File: config.mk
export PLATFORM = sky130hd
export DESIGN_NAME = boreal_vec_mem_bridge_flat
export DESIGN_NICKNAME = d
export VERILOG_FILES = /design/src/rtl/boreal_vec_mem_bridge_if.sv /design/src/rtl/boreal_vec_mem_bridge.sv /design/src/flat_wrapper.sv
export SDC_FILE = /design/constraint.sdc
export NUM_CORES = 1
export LEC_CHECK = 0
export CORE_MARGIN = 5
export CORE_UTILIZATION = 35
export DETAILED_ROUTE_END_ITERATION = 6
export GPL_TIMING_DRIVEN = 0
export PLACE_DENSITY = 0.74
export RECOVER_POWER = 25
export SLEW_MARGIN = 0
export SYNTH_ARGS = -nofsm -noshare
export SYNTH_HDL_FRONTEND = slang
export SYNTH_SLANG_ARGS = --single-unit
File: constraint.sdc
create_clock -name clk -period 6.2 [get_ports clk]
set_input_delay 1.24 -clock clk [delete_from_list [all_inputs] [get_ports clk]]
set_output_delay 1.24 -clock clk [all_outputs]
set_load 0.005 [all_outputs]
File: src/rtl/boreal_vec_mem_bridge_if.sv
// Client/SRAM bundle for boreal_vec_mem_bridge: two vector ports, one host port and the SRAM macro port.
// The master modport is the bridge side; slave is the side of the clients and the SRAM.
interface boreal_vec_mem_bridge_if #(
  parameter int unsigned MEM_AW = 12
);
  logic              vec_rd_req;
  logic [31:0]       vec_rd_addr;
  logic [31:0]       vec_rd_data;
  logic              vec_rd_ack;
  logic              vec_wr_req;
  logic [31:0]       vec_wr_addr;
  logic [31:0]       vec_wr_data;
  logic              vec_wr_ack;
  logic              host_req;
  logic              host_we;
  logic [31:0]       host_addr;
  logic [31:0]       host_wdata;
  logic [31:0]       host_rdata;
  logic              host_ack;
  logic              mem_cs;
  logic              mem_we;
  logic [MEM_AW-1:0] mem_addr;
  logic [31:0]       mem_wdata;
  logic [31:0]       mem_rdata;
  logic              err;

  modport master (
    input  vec_rd_req, vec_rd_addr, vec_wr_req, vec_wr_addr, vec_wr_data,
    input  host_req, host_we, host_addr, host_wdata, mem_rdata,
    output vec_rd_data, vec_rd_ack, vec_wr_ack, host_rdata, host_ack,
    output mem_cs, mem_we, mem_addr, mem_wdata, err
  );

  modport slave (
    output vec_rd_req, vec_rd_addr, vec_wr_req, vec_wr_addr, vec_wr_data,
    output host_req, host_we, host_addr, host_wdata, mem_rdata,
    input  vec_rd_data, vec_rd_ack, vec_wr_ack, host_rdata, host_ack,
    input  mem_cs, mem_we, mem_addr, mem_wdata, err
  );
endinterface

File: src/rtl/boreal_vec_mem_bridge.sv
// Three-client arbiter onto one single-port SRAM, one access per 4 cycles (IDLE/ACCESS/RESP/HOLD).
// Optional range checking with sticky err is enabled by defining BOREAL_VMB_BOUNDS_EN.
module boreal_vec_mem_bridge #(
  parameter int unsigned MEM_AW   = 12,
  parameter logic [31:0] MEM_BASE = 32'h2000_0000,
  parameter int unsigned HOST_AGE = 8
) (
  input  logic                    clk,
  input  logic                    rst,
  boreal_vec_mem_bridge_if.master bus
);
  localparam int unsigned AGE_W = $clog2(HOST_AGE + 1);

  typedef enum logic [1:0] {S_IDLE, S_ACCESS, S_RESP, S_HOLD} state_e;
  typedef enum logic [1:0] {C_WR, C_RD, C_HOST} client_e;

  state_e            state_q, state_d;
  client_e           gnt_q, gnt_d;
  logic              excl_vld_q, excl_vld_d;
  logic              mem_cs_q, mem_cs_d;
  logic              mem_we_q, mem_we_d;
  logic [MEM_AW-1:0] mem_addr_q, mem_addr_d;
  logic [31:0]       mem_wdata_q, mem_wdata_d;
  logic              is_rd_q, is_rd_d;
  logic              oob_q, oob_d;
  logic              wr_ack_q, wr_ack_d;
  logic              rd_ack_q, rd_ack_d;
  logic              host_ack_q, host_ack_d;
  logic [31:0]       rd_data_q, rd_data_d;
  logic [31:0]       host_rdata_q, host_rdata_d;
  logic [AGE_W-1:0]  age_q, age_d;
  logic              err_q, err_d;

  logic              wr_ok, rd_ok, host_ok, any_ok;
  client_e           win;
  logic [31:0]       sel_addr, sel_wdata, resp_data;
  logic              sel_we, sel_oob;
  logic [MEM_AW-1:0] sel_word;

  // The client acked in the last slot is masked for the first IDLE cycle, so a
  // request it is still dropping cannot be served a second time.
  always_comb begin
    wr_ok   = bus.vec_wr_req && !(excl_vld_q && gnt_q == C_WR);
    rd_ok   = bus.vec_rd_req && !(excl_vld_q && gnt_q == C_RD);
    host_ok = bus.host_req   && !(excl_vld_q && gnt_q == C_HOST);
    any_ok  = wr_ok || rd_ok || host_ok;
    if (host_ok && age_q == AGE_W'(HOST_AGE)) win = C_HOST;
    else if (wr_ok)                           win = C_WR;
    else if (rd_ok)                           win = C_RD;
    else                                      win = C_HOST;

    sel_addr  = bus.vec_wr_addr;
    sel_wdata = bus.vec_wr_data;
    sel_we    = 1'b1;
    case (win)
      C_RD: begin
        sel_addr = bus.vec_rd_addr;
        sel_we   = 1'b0;
      end
      C_HOST: begin
        sel_addr  = bus.host_addr;
        sel_wdata = bus.host_wdata;
        sel_we    = bus.host_we;
      end
      default: ;
    endcase
  end

`ifdef BOREAL_VMB_BOUNDS_EN
  logic [32:0] off_ext;
  assign off_ext  = {1'b0, sel_addr} - {1'b0, MEM_BASE};
  assign sel_oob  = off_ext[32] || ((off_ext[31:0] >> (MEM_AW + 2)) != 32'd0);
  assign sel_word = off_ext[MEM_AW+1:2];
`else
  assign sel_oob  = 1'b0;
  assign sel_word = MEM_AW'((sel_addr - MEM_BASE) >> 2);
`endif

  assign resp_data = oob_q ? 32'hDEAD_BEEF : bus.mem_rdata;

  // NOTE: every variable gets a default before the case so no path leaves one unassigned (no latches).
  always_comb begin
    state_d      = state_q;
    gnt_d        = gnt_q;
    excl_vld_d   = excl_vld_q;
    mem_cs_d     = 1'b0;
    mem_we_d     = 1'b0;
    mem_addr_d   = mem_addr_q;
    mem_wdata_d  = mem_wdata_q;
    is_rd_d      = is_rd_q;
    oob_d        = oob_q;
    wr_ack_d     = 1'b0;
    rd_ack_d     = 1'b0;
    host_ack_d   = 1'b0;
    rd_data_d    = rd_data_q;
    host_rdata_d = host_rdata_q;
    age_d        = bus.host_req ? age_q : '0;
    err_d        = err_q;
    case (state_q)
      S_IDLE: begin
        excl_vld_d = 1'b0;
        if (any_ok) begin
          state_d     = S_ACCESS;
          gnt_d       = win;
          mem_cs_d    = !sel_oob;
          mem_we_d    = sel_we && !sel_oob;
          mem_addr_d  = sel_word;
          mem_wdata_d = sel_wdata;
          is_rd_d     = !sel_we;
          oob_d       = sel_oob;
          err_d       = err_q || sel_oob;
          if (bus.host_req) begin
            if (win == C_HOST)                 age_d = '0;
            else if (age_q < AGE_W'(HOST_AGE)) age_d = age_q + 1'b1;
          end
        end
      end
      S_ACCESS: state_d = S_RESP;
      S_RESP: begin
        state_d    = S_HOLD;
        excl_vld_d = 1'b1;
        case (gnt_q)
          C_WR: wr_ack_d = 1'b1;
          C_RD: begin
            rd_ack_d  = 1'b1;
            rd_data_d = resp_data;
          end
          C_HOST: begin
            host_ack_d = 1'b1;
            if (is_rd_q) host_rdata_d = resp_data;
          end
          default: ;
        endcase
      end
      S_HOLD:  state_d = S_IDLE;
      default: state_d = S_IDLE;
    endcase
  end

  // NOTE: state flops use non-blocking assignments so every flop samples pre-edge values.
  always_ff @(posedge clk or posedge rst) begin
    if (rst) begin
      state_q      <= S_IDLE;
      gnt_q        <= C_WR;
      excl_vld_q   <= 1'b0;
      mem_cs_q     <= 1'b0;
      mem_we_q     <= 1'b0;
      mem_addr_q   <= '0;
      mem_wdata_q  <= '0;
      is_rd_q      <= 1'b0;
      oob_q        <= 1'b0;
      wr_ack_q     <= 1'b0;
      rd_ack_q     <= 1'b0;
      host_ack_q   <= 1'b0;
      rd_data_q    <= '0;
      host_rdata_q <= '0;
      age_q        <= '0;
      err_q        <= 1'b0;
    end else begin
      state_q      <= state_d;
      gnt_q        <= gnt_d;
      excl_vld_q   <= excl_vld_d;
      mem_cs_q     <= mem_cs_d;
      mem_we_q     <= mem_we_d;
      mem_addr_q   <= mem_addr_d;
      mem_wdata_q  <= mem_wdata_d;
      is_rd_q      <= is_rd_d;
      oob_q        <= oob_d;
      wr_ack_q     <= wr_ack_d;
      rd_ack_q     <= rd_ack_d;
      host_ack_q   <= host_ack_d;
      rd_data_q    <= rd_data_d;
      host_rdata_q <= host_rdata_d;
      age_q        <= age_d;
      err_q        <= err_d;
    end
  end

  assign bus.mem_cs      = mem_cs_q;
  assign bus.mem_we      = mem_we_q;
  assign bus.mem_addr    = mem_addr_q;
  assign bus.mem_wdata   = mem_wdata_q;
  assign bus.vec_wr_ack  = wr_ack_q;
  assign bus.vec_rd_ack  = rd_ack_q;
  assign bus.vec_rd_data = rd_data_q;
  assign bus.host_ack    = host_ack_q;
  assign bus.host_rdata  = host_rdata_q;
  assign bus.err         = err_q;
endmodule

File: src/flat_wrapper.sv
// flat-port wrapper written by rule: the top's interface ports become plain ports
module boreal_vec_mem_bridge_flat 
#(
  parameter int unsigned MEM_AW   = 12,
  parameter logic [31:0] MEM_BASE = 32'h2000_0000,
  parameter int unsigned HOST_AGE = 8
)
  (clk, rst, bus_vec_rd_req, bus_vec_rd_addr, bus_vec_wr_req, bus_vec_wr_addr, bus_vec_wr_data, bus_host_req, bus_host_we, bus_host_addr, bus_host_wdata, bus_mem_rdata, bus_vec_rd_data, bus_vec_rd_ack, bus_vec_wr_ack, bus_host_rdata, bus_host_ack, bus_mem_cs, bus_mem_we, bus_mem_addr, bus_mem_wdata, bus_err);
  boreal_vec_mem_bridge_if #(.MEM_AW(MEM_AW)) bus_i ();
  input  logic clk;
  input  logic rst;
  input wire logic [$bits(bus_i.vec_rd_req)-1:0] bus_vec_rd_req;
  input wire logic [$bits(bus_i.vec_rd_addr)-1:0] bus_vec_rd_addr;
  input wire logic [$bits(bus_i.vec_wr_req)-1:0] bus_vec_wr_req;
  input wire logic [$bits(bus_i.vec_wr_addr)-1:0] bus_vec_wr_addr;
  input wire logic [$bits(bus_i.vec_wr_data)-1:0] bus_vec_wr_data;
  input wire logic [$bits(bus_i.host_req)-1:0] bus_host_req;
  input wire logic [$bits(bus_i.host_we)-1:0] bus_host_we;
  input wire logic [$bits(bus_i.host_addr)-1:0] bus_host_addr;
  input wire logic [$bits(bus_i.host_wdata)-1:0] bus_host_wdata;
  input wire logic [$bits(bus_i.mem_rdata)-1:0] bus_mem_rdata;
  output wire logic [$bits(bus_i.vec_rd_data)-1:0] bus_vec_rd_data;
  output wire logic [$bits(bus_i.vec_rd_ack)-1:0] bus_vec_rd_ack;
  output wire logic [$bits(bus_i.vec_wr_ack)-1:0] bus_vec_wr_ack;
  output wire logic [$bits(bus_i.host_rdata)-1:0] bus_host_rdata;
  output wire logic [$bits(bus_i.host_ack)-1:0] bus_host_ack;
  output wire logic [$bits(bus_i.mem_cs)-1:0] bus_mem_cs;
  output wire logic [$bits(bus_i.mem_we)-1:0] bus_mem_we;
  output wire logic [$bits(bus_i.mem_addr)-1:0] bus_mem_addr;
  output wire logic [$bits(bus_i.mem_wdata)-1:0] bus_mem_wdata;
  output wire logic [$bits(bus_i.err)-1:0] bus_err;
  assign bus_i.vec_rd_req = bus_vec_rd_req;
  assign bus_i.vec_rd_addr = bus_vec_rd_addr;
  assign bus_i.vec_wr_req = bus_vec_wr_req;
  assign bus_i.vec_wr_addr = bus_vec_wr_addr;
  assign bus_i.vec_wr_data = bus_vec_wr_data;
  assign bus_i.host_req = bus_host_req;
  assign bus_i.host_we = bus_host_we;
  assign bus_i.host_addr = bus_host_addr;
  assign bus_i.host_wdata = bus_host_wdata;
  assign bus_i.mem_rdata = bus_mem_rdata;
  assign bus_vec_rd_data = bus_i.vec_rd_data;
  assign bus_vec_rd_ack = bus_i.vec_rd_ack;
  assign bus_vec_wr_ack = bus_i.vec_wr_ack;
  assign bus_host_rdata = bus_i.host_rdata;
  assign bus_host_ack = bus_i.host_ack;
  assign bus_mem_cs = bus_i.mem_cs;
  assign bus_mem_we = bus_i.mem_we;
  assign bus_mem_addr = bus_i.mem_addr;
  assign bus_mem_wdata = bus_i.mem_wdata;
  assign bus_err = bus_i.err;
  boreal_vec_mem_bridge #(.MEM_AW(MEM_AW), .MEM_BASE(MEM_BASE), .HOST_AGE(HOST_AGE)) u_core (.clk(clk), .rst(rst), .bus(bus_i));
endmodule
==> results of run 1 <==
-- layer usage --
layer	global-route usage [%]	up-vias
met2	29.4	209
met3	7.99	21
met4	6.38	0
met1	19.6	2173
met5	0	-
li1	-	2136
-- area by class of cell --
type	instances	share of cell area [%]
multi-input combinational	300	25.5
sequential	123	34.2
timing repair buffer	251	28.1
inverter	11	0.501
clock buffer	18	4.88
buffer	29	1.80
tap	216	3.01
clock inverter	14	1.92
-- tightest hold or removal path: cells and delay by family, from the launching register on --
kind,cells,cell delay [ns]
flip-flops,1,0.34
AND/OR/NAND/NOR,2,0.10
-- how the worst min path moves through the flow --
stage / startpoint / to / cells after the start
after floorplan: u_core.bus.vec_rd_data[0] / u_core.bus.vec_rd_data[0] / 2
after global placement: u_core.bus.vec_rd_data[22] / u_core.bus.vec_rd_data[22] / 2
after detailed placement: u_core.bus.vec_rd_data[18] / u_core.bus.vec_rd_data[18] / 2
after CTS: u_core.bus.vec_rd_data[7] / u_core.bus.vec_rd_data[7] / 2
after global routing: u_core.bus.vec_rd_data[7] / u_core.bus.vec_rd_data[7] / 2
final: u_core.bus.vec_rd_data[21] / u_core.bus.vec_rd_data[21] / 2
-- cells in the mapped netlist (all sizes together), types with 2 or more instances --
| cell | count |
|---|---|
| a22oi | 12 |
| nand3b | 2 |
| nand4b | 4 |
| nand2 | 112 |
| nor3 | 2 |
| o211ai | 2 |
| nand2b | 2 |
| o21ai | 17 |
| a21oi | 4 |
| nand3 | 4 |
| dfrtp | 123 |
| clkbuf | 15 |
| buf | 14 |
| nor2 | 3 |
| nor2b | 2 |
| ha | 6 |
| mux2 | 110 |
| inv | 11 |
| o41ai | 2 |
-- cell families (layout without fill, tap and decap cells) --
group / count (synthesis) / after routing / synth area share, %
simple gates: 135 / 135 / 10.8
buf+inv: 40 / 323 / 3.77
other cells: 1 / 1 / 0.0672
fa+ha+maj: 6 / 6 / 1.34
mux: 111 / 111 / 23.1
compound gates: 47 / 47 / 5.78
flops: 123 / 123 / 55.1
-- metrics by stage --
step | util (%) | instance area, sq um | std cells | hold WS, ns
floorplan | - | 5580 | 463 | 0.470
global placement | 53.0 | 8360 | 929 | 0.458
detailed placement | 53.2 | 8390 | 930 | 0.461
CTS | 57.1 | 9000 | 962 | 0.476
global route | 57.0 | 8990 | 962 | 0.493
finish | 57.0 | 8990 | 962 | 0.468
-- registers in the layout (all words and copies together), names as in the netlist --
name                    cells
u_core.bus.mem_cs           1
u_core.is_rd_q              1
u_core.age_q                4
u_core.bus.host_rdata      32
u_core.bus.mem_wdata       32
u_core.bus.vec_rd_data     32
u_core.bus.mem_addr        12
u_core.bus.host_ack         1
u_core.excl_vld_q           1
u_core.bus.mem_we           1
u_core.bus.vec_wr_ack       1
u_core.gnt_q                2
u_core.state_q              2
u_core.bus.vec_rd_ack       1
-- report_power, final --
group | switching (mW) | internal (mW) | total, mW
Sequential | 0.212 | 1.20 | 1.42
Clock | 0.363 | 0.643 | 1.01
Combinational | 0.759 | 1.24 | 2.00
==> key figures, run 1 <==
Run status
  – Outcome: complete, but fails checks
  – Failing checks: max-capacitance violations, max-slew violations

Logic synthesis
  – Syn_area_per_cell: approximately 12 sq um
  – Synth area leaders: dfrtp_1 (55%), mux2_2 (20%), nand2_1 (7.5%)
  – Yosys reg bits: ~120
  – Cell taking the most area after synthesis: dfrtp_1
  – Synth Instances: between 400 and 500
  – Synth Warn #: 0
  – Cell variety after synth: 45
  – EDFF count, synth: 0
  – Syn Nets: between 600 and 700
  – Post-synthesis cell area: between 0.005 and 0.006 sq mm
  – Seq/Total Area, Yosys: between 50% and 60%
  – Synth async-reset ratio: 100%
  – Synth Flop Type: dfrtp_1
  – Yosys top cell area share: roughly 55%

Timing
  – Rel. slew slack: -84.5%
  – Final slew viol count: 61
  – RSZ-0062 raised after global routing: no
  – Final setup skew: around 0.0073 ns
  – Final min period: 4.03 ns
  – Setup tns final: 0 ns
  – Final Hold Fails: 0
  – Final Setup Violations: 0
  – Measured slew at the worst slew-check pin: around 2.8 ns
  – Worst setup margin: roughly 2.2 ns
  – Tcrit/Tclk final: 64.9%
  – Fmax: approximately 0.25 GHz

Clock tree
  – CTS Hold Buffers Added: 0
  – Htree depth: 4
  – Maximum buffer depth of the clock tree: 2
  – Clock root buffer: clkbuf_16
  – CTS Sinks: between 100 and 150
  – Resize count post-CTS: 0
  – Clock slew at reported path FFs: around 0.060 ns
  – CTS tree: built
  – Setup Buffers After CTS: 0
  – Cts bufs inserted: 17
  – Clk_lat worst skew: ~0.41 ns

Detailed routing
  – Final ANT Viol Nets: 0
  – Drt initial violations: between 100 and 150
  – DR pass1 iterations: 4
  – M1 WL: around 6.2 mm
  – Met2 wire length: slightly below 8 mm
  – Max Used Layer: met4
  – Met3 wire len: around 1.9 mm
  – Vias: between 4k and 5k
  – Via density: 4.72
  – Drt wl/cell: around 17 um
  – DRT Wirelength: roughly 16 mm
  – Remaining DRCs: 0

Critical path
  – CP peak stage delay: 0.56 ns
  – Worst r2r src: u_core.age_q[0]
  – Worst setup path start: bus_host_req
  – Crit-path slowest cell: clkdlybuf4s50_1
  – Crit end category: flip-flop
  – Reg2reg path depth: 11
  – Top cell family by delay on the critical path: buffers and inverters
  – CP Class: primary input to flip-flop
  – Worst Path Arrival: ~4.3 ns
  – RR Endpoint: u_core.bus.mem_wdata[21]
  – CP max FO: 10
  – Register-to-register setup slack: 3.13 ns
  – Cell Chain, Critical Path: clkdlybuf4s50_1, buf_2, nand4b_1, nand4b_1, nand3_1, inv_1, ha_1, clkbuf_1, clkbuf_1, mux2_2, mux2_2
  – CP startpoint kind: primary input
  – Worst Setup EP: u_core.bus.mem_wdata[21]
  – Cell count along the critical path: 11
  – CP Buf/Inv Count: 5
  – Worst Path Required: approximately 6.5 ns

Placement
  – Buffers on Ports: 250
  – Dpl hpwl: 12.6 mm
  – GPL Wtd Cong: 0.844
  – Pre-CTS setup slack: roughly 1.7 ns

Global route
  – Vias in the first global route: between 4k and 5k
  – First-pass GRT wire length: roughly 26 mm
  – Antenna violations before repair: 0
  – GRT overflow: 0
  – Gr usage total: 17.5%
  – Largest net degree at the start of global routing: 64

Floorplan
  – Core area: 0.0158 sq mm
  – Io pins: approximately 310
  – Initial core utilization: a little over a third
  – Die width: about 140 um
  – Site Rows: 46
  – Die Ht: 136 um
  – Die area: about 0.019 sq mm

Final layout
  – Layout Area Growth over Synthesis: 61.0%
  – Commonest non-fill, non-tap cells in the layout: clkdlybuf4s50_1 (249), dfrtp_1 (123), nand2_1 (112)
  – # diodes: 0
  – Nets: about 940
  – Sequential cell area: about 0.0031 sq mm
  – Most common cell after layout, fill and taps aside: clkdlybuf4s50_1
  – Area taken by multi-input logic gates: between 0.002 and 0.0025 sq mm
  – Filler cells: 1,358
  – Layout cells sized above 1: a little over a fifth

Flow run
  – Max Cap Viol: 1

Pwr
  – Static leakage: a little under 4 nW
  – Max IR drop VDD: ~0.31 mV
  – Final Power: roughly 4.4 mW
  – Cell Pwr Density: slightly below 500 mW/mm^2

Hold path
  – Worst hold path type: flip-flop to flip-flop
Note: power is estimated with default switching activity, not from simulation.
==> inputs of run 2 (changes only) <==
Settings changed: PLACE_DENSITY 0.74 to 0.77.
Clock period 6.2 ns to 3.3 ns, I/O delays scaled along.
==> key figures, run 2 (synthesis results as in run 1) <==
Critical path
  – CP startpoint kind: primary input
  – Crit path top cell by count: o21ai_0
  – Worst Path Required: 3.59 ns (-2.90 ns)
  – Register-to-register setup slack: 0.47 ns (-2.66 ns)
  – CP Class: primary input to flip-flop
  – Cell Chain, Critical Path: clkdlybuf4s50_1, buf_2, nand4b_1, o21ai_0, a221oi_2, inv_1, ha_1, buf_1, clkbuf_2, o21ai_0, mux2_2
  – Crit-path slowest cell: clkdlybuf4s50_1
  – CP max FO: 10 (unchanged)
  – Worst Path Arrival: 3.41 ns (-0.91 ns)
  – Crit end category: flip-flop
  – CP peak stage delay: 0.49 ns (-0.07 ns)

Detailed routing
  – Remaining DRCs: 0 (unchanged)
  – Vias: 4,583 (+0.97%)
  – DRT Wirelength: 16.5 mm (+0.94%)
  – Final ANT Viol Nets: 0 (unchanged)
  – DR pass1 iterations: 4 (unchanged)
  – Drt initial violations: 132 (+9.1%)
  – Via density: 4.76 (+0.86%)
  – Drt wl/cell: 17.1 um (+0.83%)

Global route
  – GRT overflow: 0 (unchanged)
  – Gr usage total: 17.7% (+0.13 points)
  – Largest net degree at the start of global routing: 45 (-30%)
  – Antenna violations before repair: 0 (unchanged)
  – Vias in the first global route: 5,021 (+2.2%)
  – First-pass GRT wire length: 25.8 mm (+0.54%)

Timing
  – Tcrit/Tclk final: a little over nine tenths
  – Final Setup Violations: 0 (unchanged)
  – Measured slew at the worst slew-check pin: 1.66 ns (-1.09 ns)
  – Worst setup margin: 0.173 ns (-2.00 ns)
  – Rel. slew slack: -10.7% (+74 points)
  – Fmax: roughly 0.32 GHz
  – Final setup skew: 0.00518 ns (-0.00216 ns)
  – Final slew viol count: 30 (-51%)
  – Final Hold Fails: 0 (unchanged)
  – Final min period: roughly 3.1 ns

Placement
  – Dpl hpwl: 12.9 mm (+3.0%)
  – Placed insts: 932 (+0.22%)
  – Buffers on Ports: 250 (unchanged)
  – Pre-CTS setup slack: -0.550 ns (-2.26 ns)
  – Post-DP Area: 0.00842 sq mm (+0.37%)
  – GPL Wtd Cong: 0.793 (-6.1%)

Pwr
  – Final Power: 8.31 mW (+88%)
  – Seq pwr share: 32.0% (about the same)
  – Sw Share: 30.0% (-0.14 points)
  – Clock share of power: 22.5% (-0.2 points)
  – Switch Pwr: 2.49 mW (+87%)
  – Static leakage: 3.86 nW (+0.57%)
  – Cell Pwr Density: 923 mW/mm^2 (+88%)
  – Comb power frac: 45.5% (+0.3 points)
  – P_int: 5.82 mW (+88%)
  – Max IR drop VDD: 0.463 mV (+50%)

Run status
  – Failing checks: max-capacitance violations, max-slew violations
  – Outcome: complete, but fails checks

Clock tree
  – CTS tree: built
  – Htree depth: 4 (unchanged)
  – Clock slew at reported path FFs: 0.06 ns (about the same)
  – Clock root buffer: clkbuf_16
  – Clk_lat worst skew: 0.40 ns (about the same)
  – CTS Sinks: 123 (unchanged)
  – Cts bufs inserted: 17 (unchanged)
  – Maximum buffer depth of the clock tree: 2 (unchanged)
  – Setup Buffers After CTS: 0 (unchanged)

Floorplan
  – Site Rows: 46 (unchanged)
  – Initial core utilization: 35.4% (unchanged)
  – Die Ht: 136 um (unchanged)
  – Die area: 0.0186 sq mm (unchanged)
  – Io pins: 312 (unchanged)
  – Die width: 136 um (unchanged)
  – Core area: 0.0158 sq mm (unchanged)

Final layout
  – Most common cell after layout, fill and taps aside: clkdlybuf4s50_1
  – Layout Area Growth over Synthesis: 61.3%
  – # diodes: 0 (unchanged)
  – Nets: 938 (+0.11%)
  – Sequential cell area: 0.00308 sq mm (unchanged)
  – Commonest non-fill, non-tap cells in the layout: clkdlybuf4s50_1 (249), dfrtp_1 (123), nand2_1 (112)
  – Non-Filler Instances: 963 (+0.10%)
  – Cell area after layout: 0.00901 sq mm (+0.17%)
  – Area taken by multi-input logic gates: 0.00230 sq mm (+0.27%)
  – Layout cells sized above 1: 23.2% (+1.6 points)
  – Filler cells: 1,353 (-0.37%)

Flow run
  – Max Cap Viol: 1 (unchanged)

Hold path
  – Worst hold path type: flip-flop to flip-flop
-- run 2: cell types whose count changed in the layout (fill, tap and decap cells not counted), sizes merged --
cell and delta:
clkinv -5, buf +4, clkinvlp +2, bufinv -1, clkbuf +1
-- run 2: routing by layer --
layer	track usage, %	vias to the layer above	wire length (um)
li1	-	2137	-
met1	18.8	2215	6200
met3	8.29	26	1870
met5	0	-	0
met4	6.66	0	340
met2	30.4	205	8080
-- run 2: layout make-up --
class	instances	area share, %
sequential	123	34.2
buffer	28	1.92
clock buffer	22	5.49
timing repair buffer	253	28.1
inverter	11	0.500
tap	216	3.00
clock inverter	10	1.26
multi-input combinational	300	25.5
-- run 2: critical path, delay by kind of cell --
family	cells	cell delay (ns)
AO/OA/AOI/OAI	3	0.64
AND/OR/NAND/NOR	1	0.18
adder cells (fa/ha/maj)	1	0.27
buffers and inverters	5	1.37
multiplexers	1	0.29
-- run 2: timing repair --
item,in CTS,in global routing
gates resized for setup,5,7
setup endpoints to repair,34,46
hold buffers,0,0
-- run 2: stage by stage --
stage	utilization [%]	hold slack, ns	TNS [ns]
final	57.1	0.471	0
after floorplan	-	0.470	0
after global routing	57.1	0.498	-0.0154
after detailed placement	53.4	0.462	-21.61
after CTS	57.3	0.477	0
after global placement	53.0	0.458	-18.15
-- run 2: final timing paths --
check,from,cells after the start,endpoint
setup / recovery,bus_host_req,11,u_core.bus.mem_addr[11]
hold / removal,u_core.bus.vec_rd_data[7],2,u_core.bus.vec_rd_data[7]
setup reg to reg,u_core.age_q[0],11,u_core.bus.mem_addr[11]
hold reg to reg,u_core.bus.vec_rd_data[7],2,u_core.bus.vec_rd_data[7]
max in group asynchronous,rst,3,u_core.bus.host_rdata[18]
min in group asynchronous,rst,2,u_core.bus.mem_addr[3]
-- run 2: power groups by stage --
| stage | Clock [mW] | Combinational (mW) | Sequential [mW] |
|---|---|---|---|
| final | 1.87 | 3.78 | 2.66 |
| after global routing | 1.99 | 4.11 | 2.76 |
| after CTS | 1.91 | 3.85 | 2.67 |
| after detailed placement | 0 | 3.82 | 2.68 |
| after global placement | 0 | 3.72 | 2.64 |
| after floorplan | 0 | 1.69 | 2.69 |
